## config.mk

```make
export PLATFORM = sky130hd
export DESIGN_NAME = flash_sample_reader_flat
export DESIGN_NICKNAME = d
export VERILOG_FILES = /design/src/rtl/flash_sample_reader_pkg.sv /design/src/rtl/flash_sample_reader_if.sv /design/src/rtl/flash_sample_reader_stepper.sv /design/src/rtl/flash_sample_reader.sv /design/src/flat_wrapper.sv
export SDC_FILE = /design/constraint.sdc
export NUM_CORES = 1
export LEC_CHECK = 0
export CAP_MARGIN = 20
export CORE_MARGIN = 2
export CORE_UTILIZATION = 28
export CTS_CLUSTER_SIZE = 14
export DETAILED_ROUTE_END_ITERATION = 7
export PLACE_DENSITY = 0.59
export SYNTH_ARGS = -nofsm -noshare
export SYNTH_HDL_FRONTEND = slang
export SYNTH_SLANG_ARGS = --single-unit
```

## constraint.sdc

```tcl
create_clock -name clk -period 1.9 [get_ports clk]
set_input_delay 0.475 -clock clk [delete_from_list [all_inputs] [get_ports clk]]
set_output_delay 0.475 -clock clk [all_outputs]
set_load 0.01 [all_outputs]
```

## src/rtl/flash_sample_reader_pkg.sv

```systemverilog
// Shared jukebox types: reader FSM states, song address bounds, keyboard key codes
// and the sample-byte helper used by flash_sample_reader.
package flash_sample_reader_pkg;

    localparam int unsigned FLASH_ADDR_W   = 23;
    localparam int unsigned FLASH_DATA_W   = 32;
    localparam int unsigned SAMPLE_W       = 8;
    localparam int unsigned BYTEEN_W       = 4;
    localparam int unsigned WDOG_W         = 8;

    localparam logic [FLASH_ADDR_W-1:0] SONG_START_ADDR = 23'h00000;
    localparam logic [FLASH_ADDR_W-1:0] SONG_END_ADDR   = 23'h7FFFF;

    typedef enum logic [2:0] {
        ST_IDLE,
        ST_REQ,
        ST_WAIT_DATA,
        ST_OUT_FIRST,
        ST_OUT_SECOND,
        ST_ADVANCE,
        ST_RESTART
    } reader_state_t;

    // ASCII key codes decoded by the keyboard control FSM upstream
    typedef enum logic [7:0] {
        CHARACTER_B = 8'h42,
        CHARACTER_D = 8'h44,
        CHARACTER_E = 8'h45,
        CHARACTER_F = 8'h46,
        CHARACTER_R = 8'h52
    } key_char_t;

    // Upper byte of the selected 16-bit half of a flash word (hi=1 selects [31:16])
    function automatic logic [SAMPLE_W-1:0] half_msb(input logic [FLASH_DATA_W-1:0] w,
                                                     input logic hi);
        logic [15:0] h;
        h = hi ? w[31:16] : w[15:0];
        return SAMPLE_W'(h >> 8);
    endfunction

endpackage

```

## src/rtl/flash_sample_reader_if.sv

```systemverilog
// Avalon-MM read port between the sample reader (master) and the song flash (slave).
interface flash_sample_reader_if #(
    parameter int unsigned ADDR_W = 23
) ();
    logic              read;
    logic [ADDR_W-1:0] address;
    logic [3:0]        byteenable;
    logic              waitrequest;
    logic [31:0]       readdata;
    logic              readdatavalid;

    modport master (
        output read, address, byteenable,
        input  waitrequest, readdata, readdatavalid
    );

    modport slave (
        input  read, address, byteenable,
        output waitrequest, readdata, readdatavalid
    );
endinterface

```

## src/rtl/flash_sample_reader_stepper.sv

```systemverilog
// flash_addr_stepper: song word-address register that wraps between START_ADDR and END_ADDR.
module flash_addr_stepper #(
    parameter int unsigned        ADDR_W     = 23,
    parameter logic [ADDR_W-1:0]  START_ADDR = '0,
    parameter logic [ADDR_W-1:0]  END_ADDR   = '1
) (
    input  logic              clk,
    input  logic              reset,
    input  logic              load,
    input  logic              step,
    input  logic              dir,
    output logic [ADDR_W-1:0] addr
);

    // load jumps to the song edge matching dir; step moves one word with wrap-around
    always_ff @(posedge clk or posedge reset) begin
        if (reset) begin
            addr <= START_ADDR;
        end else if (load) begin
            addr <= dir ? END_ADDR : START_ADDR;
        end else if (step) begin
            if (!dir) begin
                addr <= (addr == END_ADDR) ? START_ADDR : addr + ADDR_W'(1);
            end else begin
                addr <= (addr == START_ADDR) ? END_ADDR : addr - ADDR_W'(1);
            end
        end
    end

endmodule

```

## src/rtl/flash_sample_reader.sv

```systemverilog
// Fetches 32-bit song words from flash and plays two 8-bit samples per word on sample_tick.
// Optional readdatavalid watchdog enabled by defining FLASH_READ_TIMEOUT_EN.
module flash_sample_reader
    import flash_sample_reader_pkg::*;
#(
    parameter int unsigned        ADDR_W     = FLASH_ADDR_W,
    parameter logic [ADDR_W-1:0]  START_ADDR = ADDR_W'(SONG_START_ADDR),
    parameter logic [ADDR_W-1:0]  END_ADDR   = ADDR_W'(SONG_END_ADDR)
`ifdef FLASH_READ_TIMEOUT_EN
    ,
    parameter int unsigned        TIMEOUT_CYCLES = 255
`endif
) (
    input  logic                         clk,
    input  logic                         reset,
    input  logic                         start_read,
    input  logic                         dir,
    input  logic                         restart,
    input  logic                         sample_tick,
    flash_sample_reader_if.master        flash_mem,
    output logic [SAMPLE_W-1:0]          audio_data,
    output logic                         dataReady,
    output logic                         readFinish,
    output logic                         read_timeout
);

    reader_state_t           state;
    logic [FLASH_DATA_W-1:0] word_q;
    logic                    dir_q;
    logic                    read_q;
    logic [ADDR_W-1:0]       addr_q;
    logic                    step_c;
    logic                    load_c;

`ifdef FLASH_READ_TIMEOUT_EN
    logic [WDOG_W-1:0]       wdog_q;
    logic                    timeout_q;
    assign read_timeout = timeout_q;
`else
    assign read_timeout = 1'b0;
`endif

    assign flash_mem.read       = read_q;
    assign flash_mem.address    = addr_q;
    assign flash_mem.byteenable = 4'b1111;

    // Address moves on the word boundary with the live dir, or reloads after a restart
    assign step_c = (state == ST_ADVANCE) && !restart;
    assign load_c = (state == ST_RESTART);

    flash_addr_stepper #(
        .ADDR_W     (ADDR_W),
        .START_ADDR (START_ADDR),
        .END_ADDR   (END_ADDR)
    ) u_stepper (
        .clk   (clk),
        .reset (reset),
        .load  (load_c),
        .step  (step_c),
        .dir   (dir),
        .addr  (addr_q)
    );

    always_ff @(posedge clk or posedge reset) begin
        if (reset) begin
            state      <= ST_IDLE;
            word_q     <= '0;
            dir_q      <= 1'b0;
            audio_data <= '0;
            read_q     <= 1'b0;
            dataReady  <= 1'b0;
            readFinish <= 1'b0;
`ifdef FLASH_READ_TIMEOUT_EN
            wdog_q     <= '0;
            timeout_q  <= 1'b0;
`endif
        end else begin
            dataReady  <= 1'b0;
            readFinish <= 1'b0;
`ifdef FLASH_READ_TIMEOUT_EN
            timeout_q  <= 1'b0;
`endif
            case (state)
                ST_IDLE: begin
                    if (restart) begin
                        readFinish <= 1'b1;
                        state      <= ST_RESTART;
                    end else if (start_read) begin
                        dir_q  <= dir;
                        read_q <= 1'b1;
                        state  <= ST_REQ;
                    end
                end
                ST_REQ: begin
                    if (!flash_mem.waitrequest) begin
                        read_q <= 1'b0;
                        state  <= ST_WAIT_DATA;
`ifdef FLASH_READ_TIMEOUT_EN
                        wdog_q <= '0;
`endif
                    end
                end
                // A tick coinciding with readdatavalid is dropped; first half waits for the next one
                ST_WAIT_DATA: begin
                    if (flash_mem.readdatavalid) begin
                        word_q <= flash_mem.readdata;
                        state  <= ST_OUT_FIRST;
                    end
`ifdef FLASH_READ_TIMEOUT_EN
                    else if (wdog_q == WDOG_W'(TIMEOUT_CYCLES)) begin
                        word_q    <= '0;
                        timeout_q <= 1'b1;
                        state     <= ST_OUT_FIRST;
                    end else begin
                        wdog_q <= wdog_q + WDOG_W'(1);
                    end
`endif
                end
                ST_OUT_FIRST: begin
                    if (sample_tick && start_read) begin
                        audio_data <= half_msb(word_q, dir_q);
                        state      <= ST_OUT_SECOND;
                    end
                end
                ST_OUT_SECOND: begin
                    if (sample_tick && start_read) begin
                        audio_data <= half_msb(word_q, !dir_q);
                        dataReady  <= 1'b1;
                        state      <= ST_ADVANCE;
                    end
                end
                ST_ADVANCE: begin
                    if (restart) begin
                        readFinish <= 1'b1;
                        state      <= ST_RESTART;
                    end else begin
                        state <= ST_IDLE;
                    end
                end
                ST_RESTART: state <= ST_IDLE;
                default:    state <= ST_IDLE;
            endcase
        end
    end

endmodule

```

## src/flat_wrapper.sv

```systemverilog
// flat-port wrapper written by rule: the top's interface ports become plain ports
module flash_sample_reader_flat import flash_sample_reader_pkg::*;
#(
    parameter int unsigned        ADDR_W     = FLASH_ADDR_W,
    parameter logic [ADDR_W-1:0]  START_ADDR = ADDR_W'(SONG_START_ADDR),
    parameter logic [ADDR_W-1:0]  END_ADDR   = ADDR_W'(SONG_END_ADDR)

)
  (clk, reset, start_read, dir, restart, sample_tick, audio_data, dataReady, readFinish, read_timeout, flash_mem_read, flash_mem_address, flash_mem_byteenable, flash_mem_waitrequest, flash_mem_readdata, flash_mem_readdatavalid);
  flash_sample_reader_if #(.ADDR_W(ADDR_W)) flash_mem_i ();
  input  logic clk;
  input  logic reset;
  input  logic start_read;
  input  logic dir;
  input  logic restart;
  input  logic sample_tick;
  output logic [SAMPLE_W-1:0] audio_data;
  output logic dataReady;
  output logic readFinish;
  output logic read_timeout;
  output wire logic [$bits(flash_mem_i.read)-1:0] flash_mem_read;
  output wire logic [$bits(flash_mem_i.address)-1:0] flash_mem_address;
  output wire logic [$bits(flash_mem_i.byteenable)-1:0] flash_mem_byteenable;
  input wire logic [$bits(flash_mem_i.waitrequest)-1:0] flash_mem_waitrequest;
  input wire logic [$bits(flash_mem_i.readdata)-1:0] flash_mem_readdata;
  input wire logic [$bits(flash_mem_i.readdatavalid)-1:0] flash_mem_readdatavalid;
  assign flash_mem_read = flash_mem_i.read;
  assign flash_mem_address = flash_mem_i.address;
  assign flash_mem_byteenable = flash_mem_i.byteenable;
  assign flash_mem_i.waitrequest = flash_mem_waitrequest;
  assign flash_mem_i.readdata = flash_mem_readdata;
  assign flash_mem_i.readdatavalid = flash_mem_readdatavalid;
  flash_sample_reader #(.ADDR_W(ADDR_W), .START_ADDR(START_ADDR), .END_ADDR(END_ADDR)) u_core (.clk(clk), .reset(reset), .start_read(start_read), .dir(dir), .restart(restart), .sample_tick(sample_tick), .flash_mem(flash_mem_i), .audio_data(audio_data), .dataReady(dataReady), .readFinish(readFinish), .read_timeout(read_timeout));
endmodule
```

# Word-level counts from Yosys, hierarchy flattened
# Index checks and enable logic that the tools add are counted.
# word_totals
reg_bits	70
elab_cells	66
# classes
add_sub_neg	2
n_eq_ne	14
muxes	27
bitwise	1
n_reduce_logical	14
# ops
operator	n
$mux 23	5
$mux 16	2
$add 23x1->23 const B	1
$eq 23x19->1 const B	1
$logic_not 23->1	1
$sub 23x1->23 const B	1
$mux 3	7
$mux 19	1
$pmux 3 s6	1
$mux 8	2
$pmux 8 s2	1
$eq 3x3->1 const B	3
$ne 2x2->1 const B	4
$mux 1	7
$eq 3x2->1 const B	2
$reduce_and 3->1	2
$reduce_bool 2->1	3
$reduce_and 5->1	1
$ne 2x1->1 const B	2
$reduce_and 4->1	1
$eq 3x1->1 const B	1
$logic_not 3->1	1
$ne 3x3->1 const B	1
$logic_and 1x1->1	2
other kinds (5)	5

# Depth between registers and ports, before layout
# logic_depth
depth_word	5
ltp_mapped	8

# By module
# Synthesis repeated with hierarchy kept, for this count alone.
# unflattened
cells_unflattened	415
hier_area_um2	3626.0
# modules_own_cells
mod	instances	cells_each	area_per_inst_um2
flash_addr_stepper	1	297	2192.1
flash_sample_reader	1	118	1433.9

# Worst setup path before layout
# OpenSTA, ideal clock, no wires.
# synth_path
path_type	register to register
start	register u_core.u_stepper.addr[1]
end	register u_core.u_stepper.addr[22]
setup_ns	0.133
arrival_time_ns	1.906
required_time_ns	1.767
setup_slack_ns	-0.138
stages_incl_launch_ff	8
synth_period_minus_slack_ns	2.038
cell_sequence	dfrtp_1 > ha_1 > and4_1 > and4_1 > and3_1 > nand3_1 > a2111oi_2 > a21oi_1
# synth_between
elab_chain_len	5
# synth_lines
element	line	source
from (decl)	flash_sample_reader_stepper.sv:12	output logic [ADDR_W-1:0] addr
from (signal assigned)	flash_sample_reader_stepper.sv:20	addr <= dir ? END_ADDR : START_ADDR;
from (signal assigned)	flash_sample_reader_stepper.sv:23	addr <= (addr == END_ADDR) ? START_ADDR : addr + ADDR_W'(1);
from (signal assigned)	flash_sample_reader_stepper.sv:25	addr <= (addr == START_ADDR) ? END_ADDR : addr - ADDR_W'(1);
$add 23x1->23, or another cell as far along	flash_sample_reader_stepper.sv:23	
$mux 23 (on tied branches)	flash_sample_reader_stepper.sv:23, flash_sample_reader_stepper.sv:25	
$mux 23 *	flash_sample_reader_stepper.sv:22	if (!dir) begin
$mux 23 *	flash_sample_reader_stepper.sv:21	end else if (step) begin
$mux 23 *	flash_sample_reader_stepper.sv:19	end else if (load) begin
# Every way passes the cells marked *; elsewhere a longest branch is shown, timed or not. The select of a mux whose other input is x is not followed.
# A chain may end at the register's enable or synchronous reset.

# Worst setup path in the final report
# layout_path
start	register u_core.u_stepper.addr[16]
end	register u_core.u_stepper.addr[1]
# layout_between
elab_chain_len	5
# layout_lines
element	line
$eq 23x19->1 / $logic_not 23->1 (equally long branches)	flash_sample_reader_stepper.sv:23, flash_sample_reader_stepper.sv:25
$mux 23 (on tied branches)	flash_sample_reader_stepper.sv:23, flash_sample_reader_stepper.sv:25
$mux 23 *	flash_sample_reader_stepper.sv:22
$mux 23 *	flash_sample_reader_stepper.sv:21
$mux 23 *	flash_sample_reader_stepper.sv:19
# Marks and branches as above.

==> impl_metrics.yaml <==
run_status:
  status: "finished with violations"
  violations: "setup timing"
yosys:
  synth_cell_type_count: 66
  synth_edf_count: 0
  synth_cells: 403
  yosysWarningCount: 0
  postSynthAreaPerCell_sq_um: 9.007
  async_flop_share_pct: 100.0
  netlist_area_sq_um: 3630
  synth-seq-area-share_pct: 37.23
  ys_ff_latch: 54
  synthFlopType: "dfrtp_1"
final_layout:
  layout_common_cells: "buf_4 (110), dfrtp_1 (44), clkdlybuf4s50_1 (43)"
  final_common_cell: "buf_4"
  finalInstanceArea_sq_um: 5703
  drive_gt1_share_pct: 39.71
  diodes: 0
  final_cells: 731
  final_util_pct: 45.19
  final_nets: 601
  synthToLayoutAreaGrowth_pct: 57.12
sta:
  report.final.slew_viol_count: 0
  clock.fmax_ghz: 0.5028
  fin_crit_ps: 1989
  skew_ps: 10.97
  worst_pin_slew_ps: 561.2
  holdWs_ps: 460.0
  setup_violations: 16
  fin_tns_setup_ps: -808.0
  period_share_pct: 104.7
  rsz0062_at_grt: "true"
  slew_headroom_pct: 62.45
  finalHoldViolations: 0
  setup_ws_ps: -88.82
place:
  gp_congestion: 0.8813
  placed_cell_area_sq_um: 5086
  dp_worst_setup_slack_ps: -310.5
  port_buffers: 57
  dpl.cell_count: 700
  hpwl_mm: 8.161
routing:
  drtAntennaViolNets: 0
  post_drt_wl_per_cell_microns: 15.75
  drtIter0Drc: 232
  avgViaCountPerCell: 5.194
  dr.pass1.iters: 6
  route.detailed.drc: 0
  vias: 3797
  wl_mm: 11.51
global_routing:
  grt_use_total_pct: 16.01
  grt_pass1_vias: 3750
  grt_max_degree: 18
  grt_pass1_wl_mm: 18.38
  antenna_found_initial: 0
  gr-total-overflow: 0
floorplanning:
  initial_core_util_pct: 28.76
  core_sq_um: 12620
  die_area_sq_um: 13890
  ios: 79
  chipWidth_microns: 117.9
  die_height_microns: 117.9
  rows: 41
setup_path:
  crit_path_end_kind: "flip-flop"
  r2r-start: "u_core.u_stepper.addr[16]$_DFFE_PP0P_"
  path_cells: "or4_4 > nor3_4 > nand4_1 > buf_4 > a21oi_2 > a31oi_1 > o21ai_1"
  r2r-end: "u_core.u_stepper.addr[1]$_DFFE_PP0P_"
  crit_path_start: "u_core.u_stepper.addr[16]$_DFFE_PP0P_"
  critical_path.startpoint_type: "flip-flop"
  worstPathArrival_ps: 2200
  worstSetupPathType: "flip-flop to flip-flop"
  crit_end: "u_core.u_stepper.addr[1]$_DFFE_PP0P_"
  crit_slowest_cell: "or4_4"
  cp_top_family: "simple AND/OR/NAND/NOR gates"
  slowest_delay_ps: 560
  r2r_slack_ps: -90
  required_ps: 2110
  reg2regPathDepth: 7
  critPathBufInv: 1
  cp.depth: 7
  crit_fanout: 3
cts:
  cts-root-buf: "clkbuf_16"
  cts.sinks: 54
  cts_buffer_depth: 2
  numCtsBuffers: 5
  hold_buffers: 0
  tritoncts: "built"
  cts_max_level: 2
  clk_latency_ps: 300
  cts.reportedPaths.clkPinSlew_ps: 80
power:
  total_power_mw: 7.896
  p_leak_nw: 2.462
  ir_drop_mv: 0.5563
  p_per_area_nw_per_um2: 1385
hold_path:
  holdCritPathClass: "input pin to asynchronous set/reset pin"
flow_run:
  max-cap-violations: 0
==> worst min path at each step <==
| stage | endpoint |
|---|---|
| 5_1_grt | u_core.u_stepper.addr[22]$_DFFE_PP0P_ |
| 6_report | u_core.u_stepper.addr[19]$_DFFE_PP0P_ |
| 2_1_floorplan | u_core.word_q[25]$_DFFE_PP0P_ |
| 3_3_place_gp | u_core.word_q[27]$_DFFE_PP0P_ |
| 3_5_place_dp | u_core.word_q[11]$_DFFE_PP0P_ |
| 4_1_cts | u_core.audio_data[6]$_DFFE_PP0P_ |
==> final cells by class <==
class                      instances  area (sq um)
clock buffer                       6         138.9
clock inverter                     2         16.27
fill                            1240          6917
inverter                           7         26.28
multi-input combinational        308          2330
sequential                        54          1364
tap                              172         215.2
timing repair buffer             182          1613
==> registers in the layout (all words and copies together) (netlist names) <==
signal / flops
u_core.audio_data: 8
u_core.dataReady: 1
u_core.dir_q: 1
u_core.flash_mem.read: 1
u_core.readFinish: 1
u_core.state: 3
u_core.u_stepper.addr: 23
u_core.word_q: 16
==> Yosys cell counts (4+ instances only) <==
cell type | number | area (sq um)
mux2_2 | 17 | 191.4
mux2i_1 | 9 | 90.09
buf_2 | 14 | 70.07
clkbuf_1 | 13 | 48.80
dfrtp_1 | 54 | 1351
and4_1 | 6 | 52.55
nor4_1 | 6 | 37.54
nand3_1 | 13 | 65.06
a31oi_1 | 8 | 50.05
a21oi_1 | 36 | 180.2
and3_1 | 4 | 25.02
a21o_1 | 5 | 37.54
o21ai_0 | 16 | 80.08
o21ai_1 | 12 | 60.06
nor2_1 | 33 | 123.9
xor2_1 | 9 | 78.83
nand2_1 | 18 | 67.56
nor2b_1 | 5 | 31.28
xnor2_1 | 7 | 61.31
inv_1 | 7 | 26.28
nand2b_1 | 4 | 25.02
or3_1 | 4 | 25.02
buf_4 | 6 | 45.04
nand4_1 | 18 | 112.6
nor3_1 | 10 | 50.05
o21a_1 | 4 | 30.03
o22ai_1 | 5 | 31.28
==> routing by layer <==
| layer | share of wire (%) | vias up | GRT usage (%) |
|---|---|---|---|
| met5 | 0 | - | 0 |
| met4 | 1.7 | 0 | 4.217 |
| met3 | 4.7 | 21 | 2.859 |
| met2 | 48 | 114 | 27.07 |
| met1 | 46 | 1863 | 21.07 |
| li1 | - | 1799 | - |
==> repair_timing <==
action / CTS / global route
resized for setup: 41 / 42
buffers inserted: 16 / 8
pin swaps: 37 / 28
setup endpoints to repair: 29 / 32
cloned: 0 / 0
==> worst register-to-register path, cell delays in order, from the launching register on <==
cell     delay, ps
dfrtp_2        430
or4_4          560
nor3_4         220
nand4_1        180
buf_4          190
a21oi_2        110
a31oi_1         50
o21ai_1        160
==> power breakdown <==
| group | internal [mW] | switching, mW |
|---|---|---|
| Clock | 0.531 | 0.461 |
| Sequential | 1.67 | 0.409 |
| Combinational | 2.55 | 2.27 |
==> logic make-up (layout without fill, tap and decap cells) <==
kind of cell	after synthesis	after routing	share of synthesized area, %
AOI/OAI and AO/OA	113	113	19.79
muxes	26	26	7.756
adders and majority gates	3	3	1.034
other	2	5	0.2069
buffers and inverters	44	197	6.274
and+or+nand+nor	145	145	23.85
xor gates and xnor gates	16	16	3.861
DFF	54	54	37.23
(Power assumes the default switching activity.)
